File: config.mk
export PLATFORM = sky130hd
export DESIGN_NAME = toggle_cover_detect
export DESIGN_NICKNAME = d
export VERILOG_FILES = /design/src/rtl/toggle_cover_pkg.sv /design/src/rtl/toggle_bit_tracker.sv /design/src/rtl/toggle_cover_detect.sv
export SDC_FILE = /design/constraint.sdc
export NUM_CORES = 1
export LEC_CHECK = 0
export BUFFER_PORTS_ARGS = -buffer_cell sky130_fd_sc_hd__buf_2
export CAP_MARGIN = 20
export CORE_AREA = 2 2 93 131
export CTS_BUF_LIST = sky130_fd_sc_hd__clkbuf_2
export CTS_CLUSTER_DIAMETER = 100
export DETAILED_ROUTE_END_ITERATION = 8
export DIE_AREA = 0 0 95 133
export GPL_ROUTABILITY_DRIVEN = 0
export PLACE_DENSITY = 0.72
export SYNTH_ARGS = -nofsm -noshare
export SYNTH_HDL_FRONTEND = slang
export SYNTH_SLANG_ARGS = --single-unit
File: constraint.sdc
create_clock -name gbl_clk -period 8 [get_ports gbl_clk]
set_clock_uncertainty 0.05 [all_clocks]
set_input_delay 0.4 -clock gbl_clk [delete_from_list [all_inputs] [get_ports gbl_clk]]
set_output_delay 0.4 -clock gbl_clk [all_outputs]
set_load 0.05 [all_outputs]
File: src/rtl/toggle_cover_pkg.sv
// Shared types and sizing helpers for the toggle coverage detector.
package toggle_cover_pkg;

  typedef enum logic [1:0] {
    INIT  = 2'd0,
    RUN   = 2'd1,
    CLEAR = 2'd2
  } tc_state_e;

  // Bits needed to hold a count from 0 to width inclusive, i.e. clog2(width+1).
  function automatic int cnt_width(input int width);
    int r;
    r = 0;
    while ((1 << r) <= width) r++;
    return r;
  endfunction

endpackage

File: src/rtl/toggle_bit_tracker.sv
// Per-bit rise/fall history; flags the first cycle in which both edges have been seen.
module toggle_bit_tracker (
  input  logic gbl_clk,
  input  logic reset,
  input  logic capture_i,
  input  logic detect_i,
  input  logic clear_i,
  input  logic sig_i,
  output logic newly_o
);

  logic prev_q, prev_d;
  logic seen_rise_q, seen_rise_d;
  logic seen_fall_q, seen_fall_d;
  logic done_q, done_d;
  logic rise, fall;

  assign rise    = ~prev_q & sig_i;
  assign fall    = prev_q & ~sig_i;
  // The completing edge counts in the same cycle it is sampled.
  assign newly_o = detect_i & (seen_rise_q | rise) & (seen_fall_q | fall) & ~done_q;

  always_comb begin
    prev_d      = prev_q;
    seen_rise_d = seen_rise_q;
    seen_fall_d = seen_fall_q;
    done_d      = done_q;
    if (clear_i) begin
      seen_rise_d = 1'b0;
      seen_fall_d = 1'b0;
      done_d      = 1'b0;
    end else if (capture_i) begin
      prev_d = sig_i;
    end else if (detect_i) begin
      prev_d      = sig_i;
      seen_rise_d = seen_rise_q | rise;
      seen_fall_d = seen_fall_q | fall;
      done_d      = done_q | newly_o;
    end
  end

  always_ff @(posedge gbl_clk) begin
    if (!reset) begin
      prev_q      <= 1'b0;
      seen_rise_q <= 1'b0;
      seen_fall_q <= 1'b0;
      done_q      <= 1'b0;
    end else begin
      prev_q      <= prev_d;
      seen_rise_q <= seen_rise_d;
      seen_fall_q <= seen_fall_d;
      done_q      <= done_d;
    end
  end

endmodule

File: src/rtl/toggle_cover_detect.sv
// Toggle coverage detector: sequences sampling/clear, counts bits that have both risen and fallen.
module toggle_cover_detect
  import toggle_cover_pkg::*;
#(
  parameter int WIDTH = 27
) (
  input  logic                                gbl_clk,
  input  logic                                reset,
  input  logic                                en,
  input  logic [WIDTH-1:0]                    sig,
  input  logic                                clr_req,
  output logic                                clr_ack,
  output logic [WIDTH-1:0]                    valid,
  output logic [cnt_width(WIDTH)-1:0]         covered,
  output logic                                all_covered,
  output tc_state_e                           dbg_state
);

  localparam int CW = cnt_width(WIDTH);
  localparam logic [CW-1:0] FULL = CW'(WIDTH);

  // clr_req/clr_ack: clr_req is a level; every cycle it is sampled high the state moves to
  // CLEAR, and clr_ack is high for each cycle spent in CLEAR. Coverage reads zero from the
  // first CLEAR cycle onwards.

  tc_state_e         state_q, state_d;
  logic              capture, detect, clear;
  logic [WIDTH-1:0]  newly;
  logic [CW-1:0]     pop;
  logic [WIDTH-1:0]  valid_q, valid_d;
  logic [CW-1:0]     covered_q, covered_d;
  logic              all_covered_q, all_covered_d;

  for (genvar i = 0; i < WIDTH; i++) begin : g_bit
    toggle_bit_tracker u_trk (
      .gbl_clk   (gbl_clk),
      .reset     (reset),
      .capture_i (capture),
      .detect_i  (detect),
      .clear_i   (clear),
      .sig_i     (sig[i]),
      .newly_o   (newly[i])
    );
  end

  always_comb begin
    state_d = state_q;
    capture = 1'b0;
    detect  = 1'b0;
    clear   = 1'b0;
    case (state_q)
      INIT: begin
        if (en) begin
          capture = 1'b1;
          state_d = RUN;
        end
      end
      RUN: begin
        if (en) detect = 1'b1;
        else    state_d = INIT;
      end
      CLEAR: begin
        clear   = 1'b1;
        state_d = INIT;
      end
      default: state_d = INIT;
    endcase
    // A clear request wins over any capture or completion in the same cycle.
    if (clr_req) begin
      capture = 1'b0;
      detect  = 1'b0;
      clear   = 1'b1;
      state_d = CLEAR;
    end
  end

  always_comb begin
    pop = '0;
    for (int i = 0; i < WIDTH; i++) pop = pop + CW'(newly[i]);
  end

  always_comb begin
    valid_d       = newly;
    covered_d     = clear ? '0 : covered_q + pop;
    all_covered_d = (covered_d == FULL);
  end

  always_ff @(posedge gbl_clk) begin
    if (!reset) begin
      state_q       <= INIT;
      valid_q       <= '0;
      covered_q     <= '0;
      all_covered_q <= 1'b0;
    end else begin
      state_q       <= state_d;
      valid_q       <= valid_d;
      covered_q     <= covered_d;
      all_covered_q <= all_covered_d;
    end
  end

  assign valid       = valid_q;
  assign covered     = covered_q;
  assign all_covered = all_covered_q;
  assign clr_ack     = (state_q == CLEAR);
  assign dbg_state   = state_q;

endmodule

==> flow_summary.json, run 1 <==
{
  "cp_slowest_stage_delay_ns": 0.57,
  "die_h_microns": 133,
  "multiInputGateArea_sq_um": 3100,
  "yosysTopAreaCellShare_pct": 46.2,
  "crit_family": "adder cells",
  "holdWs_ns": 0.215,
  "leakage_nw": 3.07,
  "cts.sinks": 143,
  "routed.top_layer": "met4",
  "grt_pass1_vias": 4902,
  "seqCellArea_sq_um": 2860,
  "rsz0062_at_grt": "false",
  "via_per_inst": 5.25,
  "synth.avg_cell_area_sq_um": 9.02,
  "grt_first_pass_wirelength_microns": 21800,
  "clk_pin_slew_ns": 0.20,
  "antenna_found_initial": 1,
  "dr.pass1.iters": 4,
  "num_rows": 47,
  "clockBufferDepth": 2,
  "synth.distinct_cells": 29,
  "cts_tree": "yes",
  "synth_edf_count": 0,
  "nNetsFinal": 835,
  "met3_length_microns": 588,
  "finalCritPeriodShare_pct": 82.5,
  "antenna_left": 0,
  "slew_violations": 0,
  "dpl_cell_area_sq_um": 6600,
  "async_flop_share_pct": 0,
  "synth_ff_type": "dfxtp_1",
  "cts_max_level": 4,
  "via_count": 4892,
  "p_total_mw": 1.33,
  "cap_violations": 0,
  "yosys_warnings": 0,
  "core_sq_um": 11600,
  "syn2layout_area_growth_pct": 16.4,
  "synthTopCellsByArea": "dfxtp_1 46%, fa_1 6.8%, a21oi_1 6.7%, nand2_1 6.1%, nor2b_1 5.6%",
  "layout_commonest_cell": "dfxtp_1",
  "synth_nets": 750,
  "setup_tns_ns": 0,
  "place_ws_ns": 1.24,
  "crit_top_cell": "fa_1",
  "finalNonFillerCells": 932,
  "root_buffer": "clkbuf_2",
  "fin_area_sq_um": 7210,
  "cts_buffers": 17,
  "wl_met1_microns": 5390,
  "start_kind": "register",
  "finalSetupViolations": 0,
  "gr-total-overflow": 0,
  "synth_cells": 687,
  "required_ns": 8.59,
  "grt_max_degree": 64,
  "n_fill_cell": 981,
  "tightest_slew_ns": 0.942,
  "critical_path_class": "reg2reg",
  "final_hold_viol_count": 0,
  "finalCriticalPeriod_ns": 6.60,
  "outcome": "completed",
  "dieArea_sq_um": 12600,
  "critPathBufInv": 4,
  "grtUsageTotal_pct": 22.3,
  "path_cells": "nor3b_4 > buf_4 > and2_4 > buf_4 > nand2_1 > fa_1 > fa_1 > fa_1 > fa_1 > fa_1 > fa_1 > inv_1 > ha_1 > inv_1 > fa_1 > xor2_1 > nand4b_1 > or3_1 > a211oi_1",
  "cp_max_fo": 63,
  "clock.fmax_mhz": 152,
  "fin_ws_ns": 1.40,
  "seq_area_frac_synth_pct": 46.2,
  "layout_common_cells": "143 x dfxtp_1, 101 x nand2_1, 83 x a21oi_1",
  "hpwl_microns": 8850,
  "endpoint_kind": "register",
  "min_path_type": "in2reg",
  "drt_iter0_drc": 164,
  "fin_util_pct": 62.2,
  "slew_headroom_pct": 37.2,
  "cpMaxStageDelayCell": "and2_4",
  "synth.largest_area_cell": "dfxtp_1",
  "peakVddDrop_mv": 0.111,
  "wl_per_cell_microns": 14.0,
  "dp.cells": 872,
  "ios": 67,
  "drive_above_1_share_pct": 15.2,
  "met2WireLength_microns": 6730,
  "syn_area_sq_um": 6190,
  "drc": 0,
  "power_density_nw_per_um2": 185,
  "cp.arrival_ns": 7.19,
  "port_buffers": 66,
  "start_util_pct": 53.5,
  "synth_seq_cells": 143,
  "drt_wl_total_microns": 13100,
  "insertion_delay_ns": 0.70,
  "die_x_microns": 95
}
tightest hold or removal path: stages:
cell,delay [ns]
buf_2,0.09
nand2_1,0.04
buf_4,0.24
nand2_1,0.10
a21boi_0,0.06
cell usage after synthesis (15+ instances only):
cell type and instances:
o21ai_0 28, nor2_1 58, o21ba_2 18, nand2_1 101, nor2b_1 55, and3_1 27, dfxtp_1 143, a21boi_1 27
a21boi_0 27, inv_1 18, buf_2 15, a21oi_1 83, fa_1 21
power breakdown:
| part | total (mW) | switching (mW) | internal, mW | leakage, nW |
|---|---|---|---|---|
| clock network | 0.538 | 0.245 | 0.293 | 0.182 |
| registers | 0.724 | 0.00435 | 0.720 | 1.15 |
| logic | 0.0715 | 0.0398 | 0.0318 | 1.73 |
| total | 1.33 | 0.289 | 1.04 | 3.07 |
what timing repair did:
item                                    4_1_cts  5_1_grt
hold buffers                                 28        0
hold endpoints to repair                     56        0
endpoints found under the setup margin        0        0
gates resized for setup                       0        0
setup buffers                                 0        0
logic make-up after synthesis:
kind of cell    synth area share, %
compound gates                 20.2
xor+xnor                      0.707
fa+ha+maj                      9.01
buf+inv                        3.88
flops                          46.2
simple gates                   20.0
routing by layer:
| metal | GRT usage (%) | vias to the layer above |
|---|---|---|
| li1 | - | 2454 |
| met1 | 25.7 | 2299 |
| met2 | 38.8 | 110 |
| met3 | 5.47 | 29 |
| met4 | 8.94 | 0 |
| met5 | 0 | - |
area by class of cell:
class | count | share of cell area, %
repair buffers | 101 | 9.20
multi-input cells | 491 | 43.0
inverters | 18 | 0.937
flip-flops and latches | 143 | 39.7
clock inverters | 14 | 3.40
clock buffers | 17 | 1.18
well taps | 147 | 2.55
diodes | 1 | 0.0347
registers in the layout (all words and copies together), names as in the netlist:
signal	count
covered	5
g_bit.u_trk.prev_q	27
all_covered	1
g_bit.u_trk.seen_fall_q	27
g_bit.u_trk.seen_rise_q	27
dbg_state	2
valid	27
g_bit.u_trk.done_q	27
final timing paths:
path         slack [ns]  depth (start not counted)                       start                          to
max                1.40                         19                dbg_state[1]                 all_covered
min                0.22                          5                          en      g_bit[14].u_trk.prev_q
max reg2reg        1.40                         19                dbg_state[1]                 all_covered
min reg2reg        0.43                          2  g_bit[1].u_trk.seen_rise_q  g_bit[1].u_trk.seen_rise_q
(Power assumes the default switching activity.)
==> run 2: changes to the inputs <==
--- a/config.mk
+++ b/config.mk
@@ -13,7 +13,7 @@
 export DETAILED_ROUTE_END_ITERATION = 8
 export DIE_AREA = 0 0 95 133
 export GPL_ROUTABILITY_DRIVEN = 0
-export PLACE_DENSITY = 0.72
+export PLACE_DENSITY = 0.75
 export SYNTH_ARGS = -nofsm -noshare
 export SYNTH_HDL_FRONTEND = slang
 export SYNTH_SLANG_ARGS = --single-unit
==> constraint.sdc (replaced) <==
create_clock -name gbl_clk -period 5.94 [get_ports gbl_clk]
set_clock_uncertainty 0.05 [all_clocks]
set_input_delay 0.297 -clock gbl_clk [delete_from_list [all_inputs] [get_ports gbl_clk]]
set_output_delay 0.297 -clock gbl_clk [all_outputs]
set_load 0.05 [all_outputs]
==> run 2 against run 1 <==
Die area unchanged. Non-clock buffer count grew 12. Cell count increased by 1.5%. Setup slack worse by 1.1 ns. Hold slack worse by 0.10 ns. Sequential share of layout area is 0.45 points lower. Critical path depth did not move. Count of clock-buffer cells in the layout rose by 1. Via count grew 2.0%. Critical endpoint unchanged. Largest power group unchanged.
==> flow_summary.json, run 2 (synthesis results as in run 1) <==
{
  "endpoint_kind": "register",
  "holdPathEnd": "g_bit[22].u_trk.prev_q",
  "seqPwrFrac_pct": 57.1,
  "layout_common_cells": "139 x dfxtp_1, 101 x nand2_1, 80 x a21oi_1",
  "gr-total-overflow": 0,
  "min_from": "en",
  "critical_path_class": "reg2reg",
  "layout_commonest_cell": "dfxtp_1",
  "p_clk_share_pct": 37.0,
  "switching_power_uw": 416,
  "cp_max_fo": 6,
  "r2r_slack_ns": 0.28,
  "tightest_slew_ns": 0.969,
  "hpwl_microns": 8930,
  "port_buffers": 66,
  "drt_iter0_drc": 222,
  "die_h_microns": 133,
  "dp.cells": 876,
  "insertion_delay_ns": 0.70,
  "drc": 0,
  "cts_buffers": 17,
  "nNetsFinal": 848,
  "syn2layout_area_growth_pct": 18.0,
  "via_per_inst": 5.27,
  "required_ns": 6.53,
  "num_rows": 47,
  "cap_violations": 0,
  "finalCriticalPeriod_ns": 5.66,
  "drive_above_1_share_pct": 18.2,
  "rsz0062_at_grt": "false",
  "setup_tns_ns": 0,
  "rr_endpoint": "all_covered",
  "cts_max_level": 4,
  "grt_max_degree": 59,
  "clockBufferDepth": 2,
  "intPower_mw": 1.29,
  "clock.fmax_mhz": 177,
  "drt_wl_total_microns": 13500,
  "rr_worst_depth": 19,
  "power_density_nw_per_um2": 234,
  "dr.pass1.iters": 4,
  "root_buffer": "clkbuf_2",
  "slew_violations": 0,
  "n_fill_cell": 980,
  "leakage_nw": 3.12,
  "grt_first_pass_wirelength_microns": 21500,
  "wl_per_cell_microns": 14.3,
  "cts.sinks": 143,
  "multiInputGateArea_sq_um": 3120,
  "power_frac_comb_pct": 5.9,
  "ios": 67,
  "holdWs_ns": 0.113,
  "fin_ws_ns": 0.280,
  "clk_pin_slew_ns": 0.21,
  "dpl_cell_area_sq_um": 6640,
  "cp.arrival_ns": 6.25,
  "core_sq_um": 11600,
  "final_hold_viol_count": 0,
  "cts_tree": "yes",
  "finalCritPeriodShare_pct": 95.3,
  "place_ws_ns": 0.0635,
  "power_switching_share_pct": 24.3,
  "start_util_pct": 53.5,
  "fin_area_sq_um": 7310,
  "min_path_type": "in2reg",
  "dieArea_sq_um": 12600,
  "die_x_microns": 95,
  "start_kind": "register",
  "peakVddDrop_mv": 0.123,
  "finalNonFillerCells": 946,
  "finalSetupViolations": 0,
  "antenna_left": 0,
  "grtUsageTotal_pct": 22.1,
  "outcome": "completed",
  "seqCellArea_sq_um": 2870,
  "worstReg2RegStart": "dbg_state[1]",
  "slew_headroom_pct": 35.4,
  "whs_path_depth": 5,
  "antenna_found_initial": 1,
  "grt_pass1_vias": 4746,
  "via_count": 4990
}
run 2: cell count changes in the layout (fill, tap and decap cells not counted), moves of 2 or more:
| cell | delta |
|---|---|
| clkinvlp_4 | +2 |
| buf_4 | +10 |
| clkinv_1 | -3 |
| o21ai_1 | +3 |
| dfxtp_1 | -4 |
| a21oi_1 | -3 |
| bufinv_16 | -3 |
| o21ai_0 | -3 |
| inv_6 | +2 |
| a21oi_2 | +3 |
| dfxtp_2 | +3 |
run 2: cell type report:
| cell class | instances | share of cell area [%] |
|---|---|---|
| clock buffers | 18 | 1.23 |
| multi-input cells | 492 | 42.7 |
| flip-flops and latches | 143 | 39.3 |
| clock inverters | 14 | 2.60 |
| diodes | 1 | 0.0342 |
| inverters | 18 | 0.924 |
| well taps | 147 | 2.52 |
| repair buffers | 113 | 10.7 |
run 2: worst max-delay path, stage by stage (launching register included):
cell	delay (ns)
dfxtp_4	0.40
nor3b_4	0.22
and2_4	0.26
nand2_1	0.09
fa_1	0.54
inv_1	0.05
fa_1	0.53
inv_1	0.07
fa_1	0.58
fa_1	0.44
fa_1	0.52
fa_1	0.42
inv_1	0.07
ha_1	0.16
inv_1	0.06
fa_2	0.34
xor2_1	0.19
nand4b_1	0.12
or3_1	0.32
a211oi_1	0.20
run 2: what timing repair did:
| action | CTS | global route |
|---|---|---|
| setup buffers | 0 | 7 |
| setup endpoints to repair | 0 | 1 |
| resized for setup | 0 | 12 |
| hold buffers | 28 | 0 |
| hold endpoints to repair | 84 | 0 |
run 2: metal layers:
layer | part of all wire, % | global-route usage (%) | routed length [microns]
met5 | 0 | 0 | 0
met4 | 2.2 | 8.53 | 303
met3 | 3.7 | 5.24 | 502
met2 | 51 | 37.9 | 6960
met1 | 43 | 26.3 | 5780
run 2: power groups by stage:
stage                     combinational [mW]  clock (mW)  sequential (mW)
after floorplan                       0.0507           0            0.996
after global placement                0.0807           0            0.994
after detailed placement              0.0837           0            0.995
after CTS                             0.0981       0.647            0.976
after global routing                   0.109       0.685            0.978
final                                  0.100       0.633            0.976
run 2: through the flow:
step,util (%),total power [mW]
final,63.1,1.71
after detailed placement,57.3,1.08
after global placement,57.3,1.08
after CTS,62.2,1.72
after global routing,63.1,1.77
after floorplan,-,1.05
run 2: worst max-delay path by stage:
stage	startpoint	end	slack, ns
after floorplan	dbg_state[0]	all_covered	0.04
after global placement	clr_req	all_covered	0.23
after detailed placement	clr_req	all_covered	0.06
after CTS	dbg_state[1]	all_covered	0.09
after global routing	dbg_state[1]	all_covered	0.04
final	dbg_state[1]	all_covered	0.28
==> run 3: changes to the inputs <==
==> constraint.sdc (replaced) <==
create_clock -name gbl_clk -period 4.7 [get_ports gbl_clk]
set_clock_uncertainty 0.05 [all_clocks]
set_input_delay 0.235 -clock gbl_clk [delete_from_list [all_inputs] [get_ports gbl_clk]]
set_output_delay 0.235 -clock gbl_clk [all_outputs]
set_load 0.05 [all_outputs]
==> run 3 against run 2 <==
Core utilization rose by 1.6 points. Global-route usage increased by 0.65 points. The flow now finishes with violations (negative setup slack). Highest routed layer unchanged. Routed wire length is 1.3% higher. Cell count rose by 1.7%. Via count is 1.3% higher.
==> flow_summary.json, run 3 (synthesis results as in run 1) <==
{
  "outcome": "finished, violations left",
  "violations": "negative setup slack",
  "cpMaxStageDelayCell": "fa_1",
  "cp_slowest_stage_delay_ns": 0.57,
  "gr-total-overflow": 0,
  "finalNonFillerCells": 962,
  "cts_max_level": 4,
  "fin_util_pct": 64.7,
  "drive_above_1_share_pct": 24.0,
  "antenna_found_initial": 1,
  "nNetsFinal": 865,
  "core_sq_um": 11600,
  "critPathBufInv": 4,
  "crit_top_cell": "fa_1",
  "via_per_inst": 5.26,
  "drt_iter0_drc": 194,
  "cap_violations": 0,
  "peakVddDrop_mv": 0.152,
  "layout_common_cells": "133 x dfxtp_1, 97 x nand2_1, 74 x a21oi_1",
  "cp_max_fo": 5,
  "dieArea_sq_um": 12600,
  "grtUsageTotal_pct": 22.7,
  "drt_wl_total_microns": 13700,
  "die_h_microns": 133,
  "critical_path_class": "reg2reg",
  "start_kind": "register",
  "crit_family": "adder cells",
  "clockBufferDepth": 2,
  "grt-busiest-layer": "met2",
  "layout_commonest_cell": "dfxtp_1",
  "grt_first_pass_wirelength_microns": 22500,
  "holdPathEnd": "g_bit[1].u_trk.prev_q",
  "final_hold_viol_count": 0,
  "slew_headroom_pct": 30.2,
  "setup_tns_ns": -2.72,
  "ios": 67,
  "finalCriticalPeriod_ns": 5.50,
  "clk_pin_slew_ns": 0.20,
  "root_buffer": "clkbuf_2",
  "port_buffers": 66,
  "p_total_mw": 2.02,
  "cts_tree": "yes",
  "die_x_microns": 95,
  "met1_usage_pct": 26.4,
  "endpoint_kind": "register",
  "cts_buffers": 17,
  "start_util_pct": 53.5,
  "required_ns": 5.24,
  "dpl_cell_area_sq_um": 6780,
  "dr.pass1.iters": 4,
  "finalSetupViolations": 5,
  "worstReg2RegStart": "dbg_state[1]",
  "rr_worst_depth": 19,
  "path_cells": "nor3b_4 > buf_6 > and2_4 > and2_1 > fa_1 > inv_1 > fa_1 > fa_1 > fa_1 > fa_1 > fa_1 > inv_2 > ha_4 > inv_2 > fa_2 > nor2b_1 > o21a_1 > or3_4 > a211oi_2",
  "min_from": "en",
  "num_rows": 47,
  "fin_area_sq_um": 7490,
  "grt_pass1_vias": 5042,
  "cts.sinks": 143,
  "wl_per_cell_microns": 14.3,
  "tightest_slew_ns": 1.04,
  "antenna_left": 0,
  "dp.cells": 891,
  "syn2layout_area_growth_pct": 21.0,
  "whs_path_depth": 5,
  "slew_violations": 0,
  "cp.arrival_ns": 6.04,
  "rsz0062_at_grt": "true",
  "leakage_nw": 3.20,
  "r2r_slack_ns": -0.80,
  "power_density_nw_per_um2": 269,
  "finalCritPeriodShare_pct": 117,
  "insertion_delay_ns": 0.68,
  "met2_usage_pct": 40.8,
  "via_count": 5056,
  "drc": 0,
  "rr_endpoint": "all_covered",
  "grt_max_degree": 67,
  "fin_ws_ns": -0.797,
  "min_path_type": "in2reg",
  "use_met3_pct": 5.01,
  "clock.fmax_mhz": 182,
  "hpwl_microns": 8890
}
[run 3: tightest hold or removal path, stage by stage]
cell and delay, ns:
buf_2 0.09, nand2_1 0.04, buf_4 0.25, nand2_1 0.11, a21boi_0 0.06
[run 3: per-stage QoR]
stage	hold slack (ns)	setup WS (ns)
finish	0.0787	-0.797
global route	0.0403	-0.921
CTS	0.0304	-0.844
detailed placement	0.403	-0.953
global placement	0.391	-0.794
floorplan	0.306	-0.808
[run 3: power by group]
part | switching, mW | internal [mW] | total (mW)
clock network | 0.420 | 0.233 | 0.653
logic | 0.0711 | 0.0606 | 0.132
registers | 0.00749 | 1.23 | 1.23
[run 3: area by class of cell]
type	instances	area (sq um)
Clock inverter	13	124
Clock buffer	18	90.1
Inverter	18	67.6
Sequential cell	143	2880
Timing Repair Buffer	128	885
Fill cell	975	4090
Tap cell	147	184
Antenna cell	1	2.50
Multi-Input combinational cell	494	3260
[run 3: repair_timing]
action	in CTS	in global routing
endpoints found under the hold margin	87	0
gates resized for setup	21	32
buffers inserted	5	3
pin swaps	12	17
endpoints found under the setup margin	6	6
gates cloned	2	1
hold buffers	29	0
[run 3: worst max-delay path by stage]
| stage | startpoint | to | slack [ns] | cells past startpoint |
|---|---|---|---|---|
| 5_1_grt | dbg_state[1] | all_covered | -0.92 | 19 |
| 4_1_cts | dbg_state[1] | all_covered | -0.84 | 19 |
| 3_5_place_dp | clr_req | all_covered | -0.95 | 20 |
| 2_1_floorplan | dbg_state[1] | all_covered | -0.81 | 22 |
| 6_report | dbg_state[1] | all_covered | -0.80 | 19 |
| 3_3_place_gp | clr_req | all_covered | -0.79 | 20 |
[run 3: per-layer routing]
metal  up-vias  wire length, microns
met5         -                     0
met4         0                   230
met3        18                   533
met2       101                  7290
met1      2421                  5670
li1       2516                     -
